--- config.mk ---
export PLATFORM = sky130hd
export DESIGN_NAME = alu_sequencer
export DESIGN_NICKNAME = d
export VERILOG_FILES = /design/src/rtl/alu_sequencer_pkg.sv /design/src/rtl/alu_iter_step.sv /design/src/rtl/alu_sequencer.sv
export SDC_FILE = /design/constraint.sdc
export NUM_CORES = 1
export LEC_CHECK = 0
export CAP_MARGIN = 20
export CORE_MARGIN = 2
export CORE_UTILIZATION = 55
export DETAILED_ROUTE_END_ITERATION = 8
export HOLD_SLACK_MARGIN = 0.1
export PLACE_DENSITY = 0.89
export RECOVER_POWER = 50
export SLEW_MARGIN = 10
export SYNTH_ARGS = -nofsm -noshare
export SYNTH_HDL_FRONTEND = slang
export SYNTH_SLANG_ARGS = --single-unit
export TNS_END_PERCENT = 1
--- constraint.sdc ---
create_clock -name clk -period 3.15 [get_ports clk]
set_input_delay 0.7875 -clock clk [delete_from_list [all_inputs] [get_ports clk]]
set_output_delay 0.7875 -clock clk [all_outputs]
set_load 0.05 [all_outputs]
--- src/rtl/alu_sequencer_pkg.sv ---
// Shared definitions for the multi-cycle ALU sequencer: opcode and state
// encodings, the default datapath width and the iteration-step mode select.
package alu_sequencer_pkg;

  localparam int unsigned W_DEFAULT = 8;

  typedef enum logic [1:0] {
    OP_ADD = 2'b00,
    OP_SUB = 2'b01,
    OP_MUL = 2'b10,
    OP_DIV = 2'b11
  } opcode_e;

  typedef enum logic [1:0] {
    S_IDLE = 2'b00,
    S_ITER = 2'b01,
    S_OUT  = 2'b10
  } state_e;

  // Step mode is the low opcode bit of the mul/div pair.
  localparam logic MODE_MUL = 1'b0;
  localparam logic MODE_DIV = 1'b1;

endpackage

--- src/rtl/alu_iter_step.sv ---
// One combinational iteration of shift-add multiply or restoring divide.
// mul: acc = {partial_hi, multiplier_lo}; div: acc = {remainder, quotient}.
module alu_iter_step
  import alu_sequencer_pkg::*;
#(
  parameter int W = W_DEFAULT
) (
  input  logic [2*W-1:0] acc,
  input  logic [W-1:0]   operand,
  input  logic           mode,
  output logic [2*W-1:0] acc_next
);

  logic [W:0] sum;
  logic [W:0] top;
  logic [W:0] diff;

  always_comb begin
    // NOTE: every output gets a value on every path, so no latch is inferred.
    sum      = {1'b0, acc[2*W-1:W]} + (acc[0] ? {1'b0, operand} : '0);
    top      = acc[2*W-1:W-1];
    diff     = top - {1'b0, operand};
    acc_next = '0;
    if (mode == MODE_MUL) begin
      // Carry-out of the partial sum shifts into the top of the accumulator.
      acc_next = {sum, acc[W-1:1]};
    end else if (diff[W]) begin
      acc_next = {top[W-1:0], acc[W-2:0], 1'b0};
    end else begin
      acc_next = {diff[W-1:0], acc[W-2:0], 1'b1};
    end
  end

endmodule

--- src/rtl/alu_sequencer.sv ---
// Multi-cycle unsigned add/sub/mul/div engine with valid/ready operation
// and result handshakes; mul and div retire one bit per clock.
module alu_sequencer
  import alu_sequencer_pkg::*;
#(
  parameter int W = W_DEFAULT
) (
  input  logic         clk,
  input  logic         rst,
  input  logic         op_valid,
  output logic         op_ready,
  input  logic [1:0]   opcode,
  input  logic [W-1:0] operand_a,
  input  logic [W-1:0] operand_b,
  output logic         res_valid,
  input  logic         res_ready,
  output logic [W-1:0] result,
  output logic         div_by_zero,
  output logic         overflow,
  output logic         busy
);

  localparam int CW = $clog2(W + 1);

  state_e         state;
  logic [2*W-1:0] acc;
  logic [2*W-1:0] acc_next;
  logic [W-1:0]   operand_q;
  logic           mode;
  logic [CW-1:0]  cnt;
  logic [W:0]     add_res;
  logic [W:0]     sub_res;

  // Bit W is carry-out for add and borrow for sub.
  assign add_res = {1'b0, operand_a} + {1'b0, operand_b};
  assign sub_res = {1'b0, operand_a} - {1'b0, operand_b};

  alu_iter_step #(.W(W)) u_step (
    .acc      (acc),
    .operand  (operand_q),
    .mode     (mode),
    .acc_next (acc_next)
  );

  always_ff @(posedge clk) begin
    // NOTE: sequential state uses non-blocking assignments only, so every
    // register samples the pre-edge values regardless of statement order.
    if (rst) begin
      state       <= S_IDLE;
      op_ready    <= 1'b1;
      res_valid   <= 1'b0;
      result      <= '0;
      div_by_zero <= 1'b0;
      overflow    <= 1'b0;
      busy        <= 1'b0;
      acc         <= '0;
      operand_q   <= '0;
      mode        <= MODE_MUL;
      cnt         <= '0;
    end else begin
      case (state)
        S_IDLE: begin
          if (op_valid) begin
            div_by_zero <= 1'b0;
            overflow    <= 1'b0;
            op_ready    <= 1'b0;
            case (opcode_e'(opcode))
              OP_ADD: begin
                result    <= add_res[W-1:0];
                overflow  <= add_res[W];
                res_valid <= 1'b1;
                state     <= S_OUT;
              end
              OP_SUB: begin
                result    <= sub_res[W-1:0];
                overflow  <= sub_res[W];
                res_valid <= 1'b1;
                state     <= S_OUT;
              end
              default: begin
                if (opcode[0] == MODE_DIV && operand_b == '0) begin
                  result      <= '1;
                  div_by_zero <= 1'b1;
                  res_valid   <= 1'b1;
                  state       <= S_OUT;
                end else begin
                  // mul walks the multiplier out of the low half; div walks
                  // the dividend out of the low half into the remainder.
                  acc       <= {{W{1'b0}}, (opcode[0] == MODE_MUL) ? operand_b : operand_a};
                  operand_q <= (opcode[0] == MODE_MUL) ? operand_a : operand_b;
                  mode      <= opcode[0];
                  cnt       <= CW'(W);
                  busy      <= 1'b1;
                  state     <= S_ITER;
                end
              end
            endcase
          end
        end
        S_ITER: begin
          acc <= acc_next;
          cnt <= cnt - 1'b1;
          if (cnt == CW'(1)) begin
            result    <= acc_next[W-1:0];
            overflow  <= (mode == MODE_MUL) && (|acc_next[2*W-1:W]);
            busy      <= 1'b0;
            res_valid <= 1'b1;
            state     <= S_OUT;
          end
        end
        S_OUT: begin
          if (res_ready) begin
            res_valid <= 1'b0;
            op_ready  <= 1'b1;
            state     <= S_IDLE;
          end
        end
        default: begin
          state     <= S_IDLE;
          op_ready  <= 1'b1;
          res_valid <= 1'b0;
          busy      <= 1'b0;
        end
      endcase
    end
  end

endmodule

==> run summary <==
Crit path cell chain - clkdlybuf4s50_1 > inv_1 > ha_1 > inv_1 > fa_1 > a21o_1 > a21oi_2 > nor2_1 > o21a_1 > o21ai_1 > a21oi_1 > a31o_2 > o41ai_1
Routed wire length per instance - 16.3 µm
CTS root buf - clkbuf_8
Pin count of the biggest net entering global routing - 36
Hold depth - 2
Maximum root-to-sink buffer count - 2
Layout cells sized above 1 - 10.4%
Reg2Reg Depth - 12
Vias in the first global route - 3631
Filler Cells Inserted - 546
Gpl congestion - 0.947
TritonCTS clock tree - done
Critical Path Stages - 13
Top sig layer - met4
Nets - 590
Max VDD drop - 0.322 mV
Initial DRC count - 181
Initial Utilization - 56.1%
H-tree levels - 2
Slew @ Worst Pin - 0.673 ns
Most frequent cell on the critical path - inv_1
Final min period - 2.94 ns
Max Transition Viols Final - 0
Status - finished, final reports clean
Clk_lat worst skew - 0.30 ns
Hpwl dp - 7720 µm
Total grt overflow - 0
Gate Count Post-Synth - 477
Top delay family on crit path - compound AO/OA/AOI/OAI gates
#FFs+latches synth - 44
Post-synth top flop - dfxtp_1
Smallest setup slack after layout - 0.213 ns
Clock-pin slew on the worst setup and hold paths - 0.09 ns
CP max FO - 2
Post-synth ARST share - 0%
Total clock buffers created by CTS - 5
Data arrival, critical path - 3.14 ns
Antenna-violating nets left - 0
I/O Buffers - 34
CTS Hold Bufs - 0
Dpl ws - -0.169 ns
Via count - 3788
Crit-path max cell delay - 0.42 ns
Clk sinks - 44
Antenna cells - 0
Final setup viols - 0
CP Class - in2reg
Leakage power - 2.00 nW
Critical path startpoint category - input pin
Die Wd - 86.6 µm
RSZ-0062 raised after global routing - no
Met3 Wirelength - 496 µm
WL final - 9940 µm
Sequential area share after synthesis - 23.5%
Final Hold Slack - 0.489 ns
EDFF count, synth - 0
Post-Syn Nets - 537
Worst EP required - 3.35 ns
Final Hold Fails - 0
DR DRC count - 0
Buf+Inv Stages, Crit Path - 3
Drt first pass iters - 5
Die area - 7500 µm²
Hold WC Path Type - reg2reg
Total power - 1.79 mW
Max Cap Viol - 0
Initial antenna violation count - 0
Gr usage total - 27.4%
Met2 WL - 4870 µm
Post-route clock skew - 0.00907 ns
Final Cycle Share - 93.2%
Std cell rows - 30
Area of the core - 6680 µm²
Synth cell types - 58
Critical-path top delay cell - clkdlybuf4s50_1
Synth-to-Final Area Change - 18.5%
Slew HR - 55.1%
Yosys warns - 0
Synthesized area - 3750 µm²
First-pass GRT wire length - 16500 µm
Die Ht - 86.6 µm
Pwr dens - 403 nW/µm²
FMAX - 341 MHz
Routed length on met1 - 4210 µm
Critical Path Sink Type - flip-flop
Num ports - 35
Syn_area_per_cell - 7.86 µm²
Vias per cell - 6.20
-- cell usage after synthesis, types with 5 or more instances --
| cell type | instances | share of area [%] |
|---|---|---|
| nor2_1 | 53 | 5.3 |
| dfxtp_1 | 44 | 23 |
| a21oi_1 | 43 | 5.7 |
| ha_1 | 34 | 11 |
| inv_1 | 34 | 3.4 |
| mux2i_1 | 26 | 6.9 |
| nand2_1 | 26 | 2.6 |
| a211oi_1 | 25 | 5.0 |
| o21ai_0 | 24 | 3.2 |
| and2_1 | 13 | 2.2 |
| nor3_1 | 12 | 1.6 |
| a22oi_1 | 9 | 1.8 |
| clkbuf_1 | 9 | 0.90 |
| nor2b_1 | 9 | 1.5 |
| xnor2_1 | 9 | 2.1 |
| buf_2 | 8 | 1.1 |
| a21o_1 | 7 | 1.4 |
| nor4_1 | 7 | 1.2 |
| a31oi_1 | 6 | 1.0 |
| nand2b_1 | 6 | 1.0 |
| nand3_1 | 6 | 0.80 |
| xor2_1 | 6 | 1.4 |
| o211a_1 | 5 | 1.3 |
| o21a_1 | 5 | 1.0 |
-- cell usage in the layout (no fill, tap or decap), types with 7 or more instances in the layout --
master,synthesis,layout
nor2b_1,9,9
inv_1,34,34
nor2_1,53,53
o21ai_0,24,23
and2_1,13,13
a21oi_1,43,42
a22oi_1,9,9
nor3_1,12,12
nand2_1,26,26
a21o_1,7,7
xnor2_1,9,9
clkdlybuf4s50_1,0,20
dlygate4sd3_1,0,14
ha_1,34,34
dfxtp_1,44,44
buf_4,3,31
mux2i_1,26,26
a211oi_1,25,24
nor4_1,7,7
-- power breakdown --
part / internal [mW] / switching, mW
Combinational: 0.292 / 0.418
Sequential: 0.609 / 0.0424
Clock: 0.236 / 0.197
Total: 1.14 / 0.658
-- tightest hold or removal path: stages, from the launching register on --
cell	delay, ns
dfxtp_1	0.33
nand3_1	0.07
o41ai_1	0.06
-- cells by family (layout without fill, tap and decap cells) --
logic type / Yosys count / after routing / share of synthesized area [%]
XOR/XNOR: 15 / 15 / 3.50
multiplexers: 28 / 28 / 7.64
buffers and inverters: 58 / 112 / 7.04
flip-flops: 44 / 44 / 23.5
AND/OR/NAND/NOR: 143 / 143 / 18.3
AO/OA/AOI/OAI: 151 / 151 / 26.5
adder cells (fa/ha/maj): 38 / 38 / 13.5
-- routing by layer --
layer | track usage [%] | vias up
met4 | 11.8 | 0
met2 | 48.5 | 140
met1 | 33.0 | 1786
met3 | 4.00 | 35
li1 | - | 1827
met5 | 0 | -
-- area by class of cell --
cell class / instances / area [µm²] / area share [%]
clock buffers: 6 / 72.6 / 1.63
multi-input cells: 375 / 2620 / 58.8
well taps: 80 / 100 / 2.25
inverters: 34 / 128 / 2.87
flip-flops and latches: 44 / 881 / 19.8
repair buffers: 70 / 616 / 13.8
clock inverters: 2 / 35.0 / 0.788
-- sequential cells by signal, indices dropped and copies added, names as in the netlist --
name,flops
res_valid,1
div_by_zero,1
cnt,4
result,8
mode,1
op_ready,1
state,2
acc,16
operand_q,8
busy,1
overflow,1
-- per-stage QoR --
stage	TNS (ns)	std cells	utilization, %	instance area (µm²)
floorplan	0	477	-	3750
global placement	-0.119	603	64.9	4340
detailed placement	-0.313	603	64.9	4340
CTS	0	611	66.5	4450
global route	0	611	66.6	4450
finish	0	611	66.6	4450
-- path summary, 6_finish.rpt --
kind                     start        end  slack, ns
setup / recovery  operand_a[0]  result[6]       0.21
hold / removal       result[6]  result[6]       0.49
setup reg to reg        acc[7]   overflow       0.21
hold reg to reg      result[6]  result[6]       0.49
-- repair_timing --
action,CTS,global route
setup endpoints to repair,0,3
resized for setup,0,3
endpoints found under the hold margin,0,0
buffers inserted,0,0
No activity file was read; power rests on OpenSTA's default activity.
